### src/rtl/pine16_cpu_pkg.sv
// Shared pine16 core constants: register file geometry and the r0 reset value.
package pine16_cpu_pkg;
  localparam int          REG_AW    = 4;
  localparam int          REG_DW    = 16;
  localparam int          REG_NREAD = 2;
  localparam logic [15:0] R0_RESET  = 16'h0001;
endpackage

### src/rtl/regfile_rdport.sv
// One registered read port: captures bypassed data and next-state busy on ren.
module regfile_rdport
  import pine16_cpu_pkg::*;
#(
  parameter int addr_width = REG_AW,
  parameter int data_width = REG_DW
) (
  input  logic                                          clk,
  input  logic                                          reset,
  input  logic                                          ren,
  input  logic [addr_width-1:0]                         radr,
  input  logic [(1<<addr_width)-1:0][data_width-1:0]    regs,
  input  logic [(1<<addr_width)-1:0]                    busy_nxt,
  input  logic                                          we,
  input  logic [addr_width-1:0]                         wadr,
  input  logic [data_width-1:0]                         din,
  output logic [data_width-1:0]                         dout,
  output logic                                          dbusy
);

  always_ff @(posedge clk or negedge reset) begin
    if (!reset) begin
      dout  <= '0;
      dbusy <= 1'b0;
    end else if (ren) begin
      // Same-edge write is forwarded so decode never sees stale data.
      dout  <= (we && wadr == radr) ? din : regs[radr];
      dbusy <= busy_nxt[radr];
    end
  end

endmodule

### src/rtl/regfile_mp.sv
// pine16 register file: one write port, NREAD registered read ports, busy scoreboard.
module regfile_mp
  import pine16_cpu_pkg::*;
#(
  parameter int addr_width = REG_AW,
  parameter int data_width = REG_DW,
  parameter int NREAD      = REG_NREAD,
  parameter int R0_INIT    = int'(R0_RESET)
) (
  input  logic                        clk,
  input  logic                        reset,
  input  logic                        we,
  input  logic [addr_width-1:0]       wadr,
  input  logic [data_width-1:0]       din,
  input  logic                        rsv,
  input  logic [addr_width-1:0]       rsv_adr,
  input  logic [NREAD-1:0]            ren,
  input  logic [NREAD*addr_width-1:0] radr,
  output logic [NREAD*data_width-1:0] dout,
  output logic [NREAD-1:0]            dbusy
);

  localparam int DEPTH = 1 << addr_width;

  logic [DEPTH-1:0][data_width-1:0] regs;
  logic [DEPTH-1:0]                 busy, busy_nxt;

  // Reserve is applied after the write-clear: a new producer supersedes the completing one.
  always_comb begin
    busy_nxt = busy;
    if (we)  busy_nxt[wadr]    = 1'b0;
    if (rsv) busy_nxt[rsv_adr] = 1'b1;
  end

  always_ff @(posedge clk or negedge reset) begin
    if (!reset) begin
      regs    <= '0;
      regs[0] <= data_width'(R0_INIT);
      busy    <= '0;
    end else begin
      if (we) regs[wadr] <= din;
      busy <= busy_nxt;
    end
  end

  for (genvar k = 0; k < NREAD; k++) begin : g_rd
    regfile_rdport #(
      .addr_width(addr_width),
      .data_width(data_width)
    ) u_rdport (
      .clk     (clk),
      .reset   (reset),
      .ren     (ren[k]),
      .radr    (radr[k*addr_width +: addr_width]),
      .regs    (regs),
      .busy_nxt(busy_nxt),
      .we      (we),
      .wadr    (wadr),
      .din     (din),
      .dout    (dout[k*data_width +: data_width]),
      .dbusy   (dbusy[k])
    );
  end

endmodule

### config.mk
export PLATFORM = sky130hd
export DESIGN_NAME = regfile_mp
export DESIGN_NICKNAME = d
export VERILOG_FILES = /design/src/rtl/pine16_cpu_pkg.sv /design/src/rtl/regfile_rdport.sv /design/src/rtl/regfile_mp.sv
export SDC_FILE = /design/constraint.sdc
export NUM_CORES = 1
export LEC_CHECK = 0
export CORE_MARGIN = 2
export CORE_UTILIZATION = 25
export CTS_BUF_LIST = sky130_fd_sc_hd__clkbuf_8
export DETAILED_ROUTE_END_ITERATION = 8
export GPL_ROUTABILITY_DRIVEN = 0
export PLACE_DENSITY = 0.44
export SYNTH_ARGS = -nofsm -noshare
export SYNTH_HDL_FRONTEND = slang
export SYNTH_HIERARCHICAL = 1
export SYNTH_SLANG_ARGS = --single-unit
### constraint.sdc
create_clock -name clk -period 2.3 [get_ports clk]
set_input_delay 0.345 -clock clk [delete_from_list [all_inputs] [get_ports clk]]
set_output_delay 0.345 -clock clk [all_outputs]
set_load 0.005 [all_outputs]
==> impl_metrics.yaml <==
final_layout:
  multi_input_area_mm2: 0.00835
  post-route-util_pct: 30.6
  nets: 1374
  area_delta_synth_final_pct: 21.5
  final_cell_mix: "dfrtp_1, mux2_2, buf_4, clkbuf_8, mux2i_1"
  n_fill_cell: 6659
  fin_cells: 2251
  final_common_cell: "dfrtp_1"
  ff_latch_area_mm2: 0.00766
  drive_above_1_share_pct: 41.2
worst_setup_path:
  timing.rr.start: "busy[10]"
  endpoint: "g_rd[0].u_rdport/dbusy"
  crit_start: "wadr[0]"
  cp.arrival_ns: 2.50
  critPathKind: "in -> reg"
  end_kind: "flip-flop"
  worstPathRequired_ns: 2.79
  r2r_end: "g_rd[0].u_rdport/dbusy"
  crit_fanout: 7
  r2r.worst_path.cells: 6
  r2r_slack_ns: 0.57
  cp-start-kind: "input pin"
clock_network:
  cts_made_buffers: 55
  clkLatencyLatePin_ns: 0.65
  postCtsHoldBufs: 1
  cts-root-buf: "clkbuf_8"
  cts.clk_slew.worst_paths_ns: 0.06
  cts_resized: 0
  cts_max_level: 2
  cts_buffer_depth: 3
  clock_sinks: 306
  postCtsSetupRepairBufs: 0
  cts_tree: "built"
power_and_ir_drop:
  irDropWorstVdd_uv: 372
  switching_share_pct: 28.6
  power_switching_w: 0.00485
  p_per_area_mw_per_mm2: 830
  clkPwrFrac_pct: 32.3
  total_power_w: 0.0170
  cellLeakagePower_nw: 9.03
  seqPwrFrac_pct: 43.9
  intPower_w: 0.0121
  combinationalPowerShare_pct: 23.8
placement:
  post-place-ws_ns: -0.371
  dp_hpwl_mm: 35.4
  place_inst: 2151
  port_buffers: 71
synthesis:
  yosysTopAreaCell: "dfrtp_1"
  yosysWarnings: 6
  synthDistinctLibCells: 47
  async_flop_share_pct: 100
  synth_cells: 1190
  syn-num-nets: 1228
  synth_area_mm2: 0.0168
  synth-seq-cells: 306
  ys.flop_type: "dfrtp_1"
  synth_top_cells_by_area: "dfrtp_1, mux2_2, mux4_1"
  syn_avg_cell_area_um2: 14.1
  netlist.area_leader.share_pct: 45.3
  synth_edf_count: 0
  yosysSeqAreaShare_pct: 45.5
timing:
  fin_crit_ns: 2.01
  tightest_slew_ns: 0.772
  skew_ns: 0.0235
  period_share_pct: 87.5
  final-hold-violation-count: 0
  fmax_mhz: 497
  setup_ws_ns: 0.287
  finalSetupViolCount: 0
  max-slew-margin-rel_pct: 48.4
  setup_tns_ns: 0
  rsz0062_at_grt: "no"
  maxSlewViolCount: 0
outcome:
  outcome: "completed"
detailed_routing:
  wl_met1_mm: 25.8
  ant_nets: 0
  vias: 11300
  wl_per_cell_um: 25.2
  dr.pass1.iters: 4
  vias_per_cell: 5.04
  top_layer_used: "met5"
  drc: 0
  drt_iter0_markers: 714
  finalWirelength_mm: 56.6
  wl_met2_mm: 26.6
  met3_wirelength_mm: 2.87
global_routing:
  grtUsageTotal_pct: 16.4
  grt_max_degree: 59
  grt_pass1_wl_mm: 84.3
  grt_overflow: 0
  first_global_vias: 12100
  antenna_found_initial: 3
floorplan:
  die_w_um: 263
  ios: 72
  die_h_um: 263
  die_area_mm2: 0.0694
  num_rows: 95
  initial_core_util_pct: 25.2
  core_area_mm2: 0.0669
flow_run:
  drv_cap: 0
worst_hold_path:
  hold_class: "in -> reg"
==> final cells by class <==
cell class,instances,share of cell area (%)
multi-input cells,739,40.8
flip-flops and latches,306,37.4
repair buffers,197,10.0
well taps,873,5.34
clock buffers,73,4.91
clock inverters,25,0.777
inverters,37,0.679
diodes,1,0.0122
==> worst min-delay path by stage <==
stage	from	to	slack (ns)	depth (start not counted)
after detailed placement	reset	regs[153]	0.35	1
after CTS	radr[7]	g_rd[1].u_rdport/dbusy	0.03	2
after global placement	reset	regs[185]	0.34	1
after floorplan	reset	busy[0]	0.05	0
final	radr[7]	g_rd[1].u_rdport/dbusy	0.06	2
after global routing	radr[7]	g_rd[1].u_rdport/dbusy	0.05	2
==> cells by family (layout without fill, tap and decap cells) <==
group / count (synthesis) / after routing / synth area share, %
AO/OA/AOI/OAI: 154 / 154 / 6.72
XOR/XNOR: 8 / 8 / 0.416
buffers and inverters: 145 / 332 / 4.88
flip-flops: 306 / 306 / 45.5
multiplexers: 460 / 460 / 38.9
other: 0 / 1 / 0
AND/OR/NAND/NOR: 117 / 117 / 3.55
==> synthesized netlist by cell type (all sizes together) (7+ instances only) <==
library cell / instances
dfrtp: 305
mux2: 290
mux4: 104
buf: 76
mux2i: 66
o21ai: 47
nor2: 46
nand2: 40
inv: 37
a221oi: 32
a31oi: 32
a41o: 32
clkbuf: 23
dlygate4sd1: 9
nand2b: 7
==> routing by layer <==
| metal | GRT usage, % | vias to the layer above |
|---|---|---|
| met2 | 26.5 | 299 |
| li1 | - | 4894 |
| met4 | 4.85 | 4 |
| met5 | 0 | - |
| met1 | 22.2 | 6058 |
| met3 | 3.11 | 93 |
==> worst max-delay path, stage by stage <==
cell and delay, ns:
clkdlybuf4s50_1 0.54, nand2b_1 0.28, o21ai_0 0.17, o21ai_0 0.17, mux4_2 0.50, mux2_2 0.29, nand3_1 0.08, o311ai_0 0.13
==> flip-flops by register name (all words and copies together), names as in the netlist <==
signal               flops
g_rd.u_rdport/dbusy      2
regs                   256
g_rd.u_rdport/dout      32
busy                    16
==> power groups by stage <==
stage          registers, W  logic, W  clock network [W]
3_3_place_gp        0.00748   0.00400                  0
4_1_cts             0.00745   0.00408            0.00567
2_1_floorplan       0.00724   0.00278                  0
3_5_place_dp        0.00753   0.00406                  0
5_1_grt             0.00762   0.00437            0.00589
6_report            0.00746   0.00404            0.00548
==> metrics by stage <==
stage,cell area (um2),hold WS [ns]
detailed placement,19300,0.346
global placement,19300,0.343
CTS,20500,0.0259
finish,20500,0.0633
floorplan,16800,0.0494
global route,20500,0.0487
Note: power is estimated with default switching activity, not from simulation.
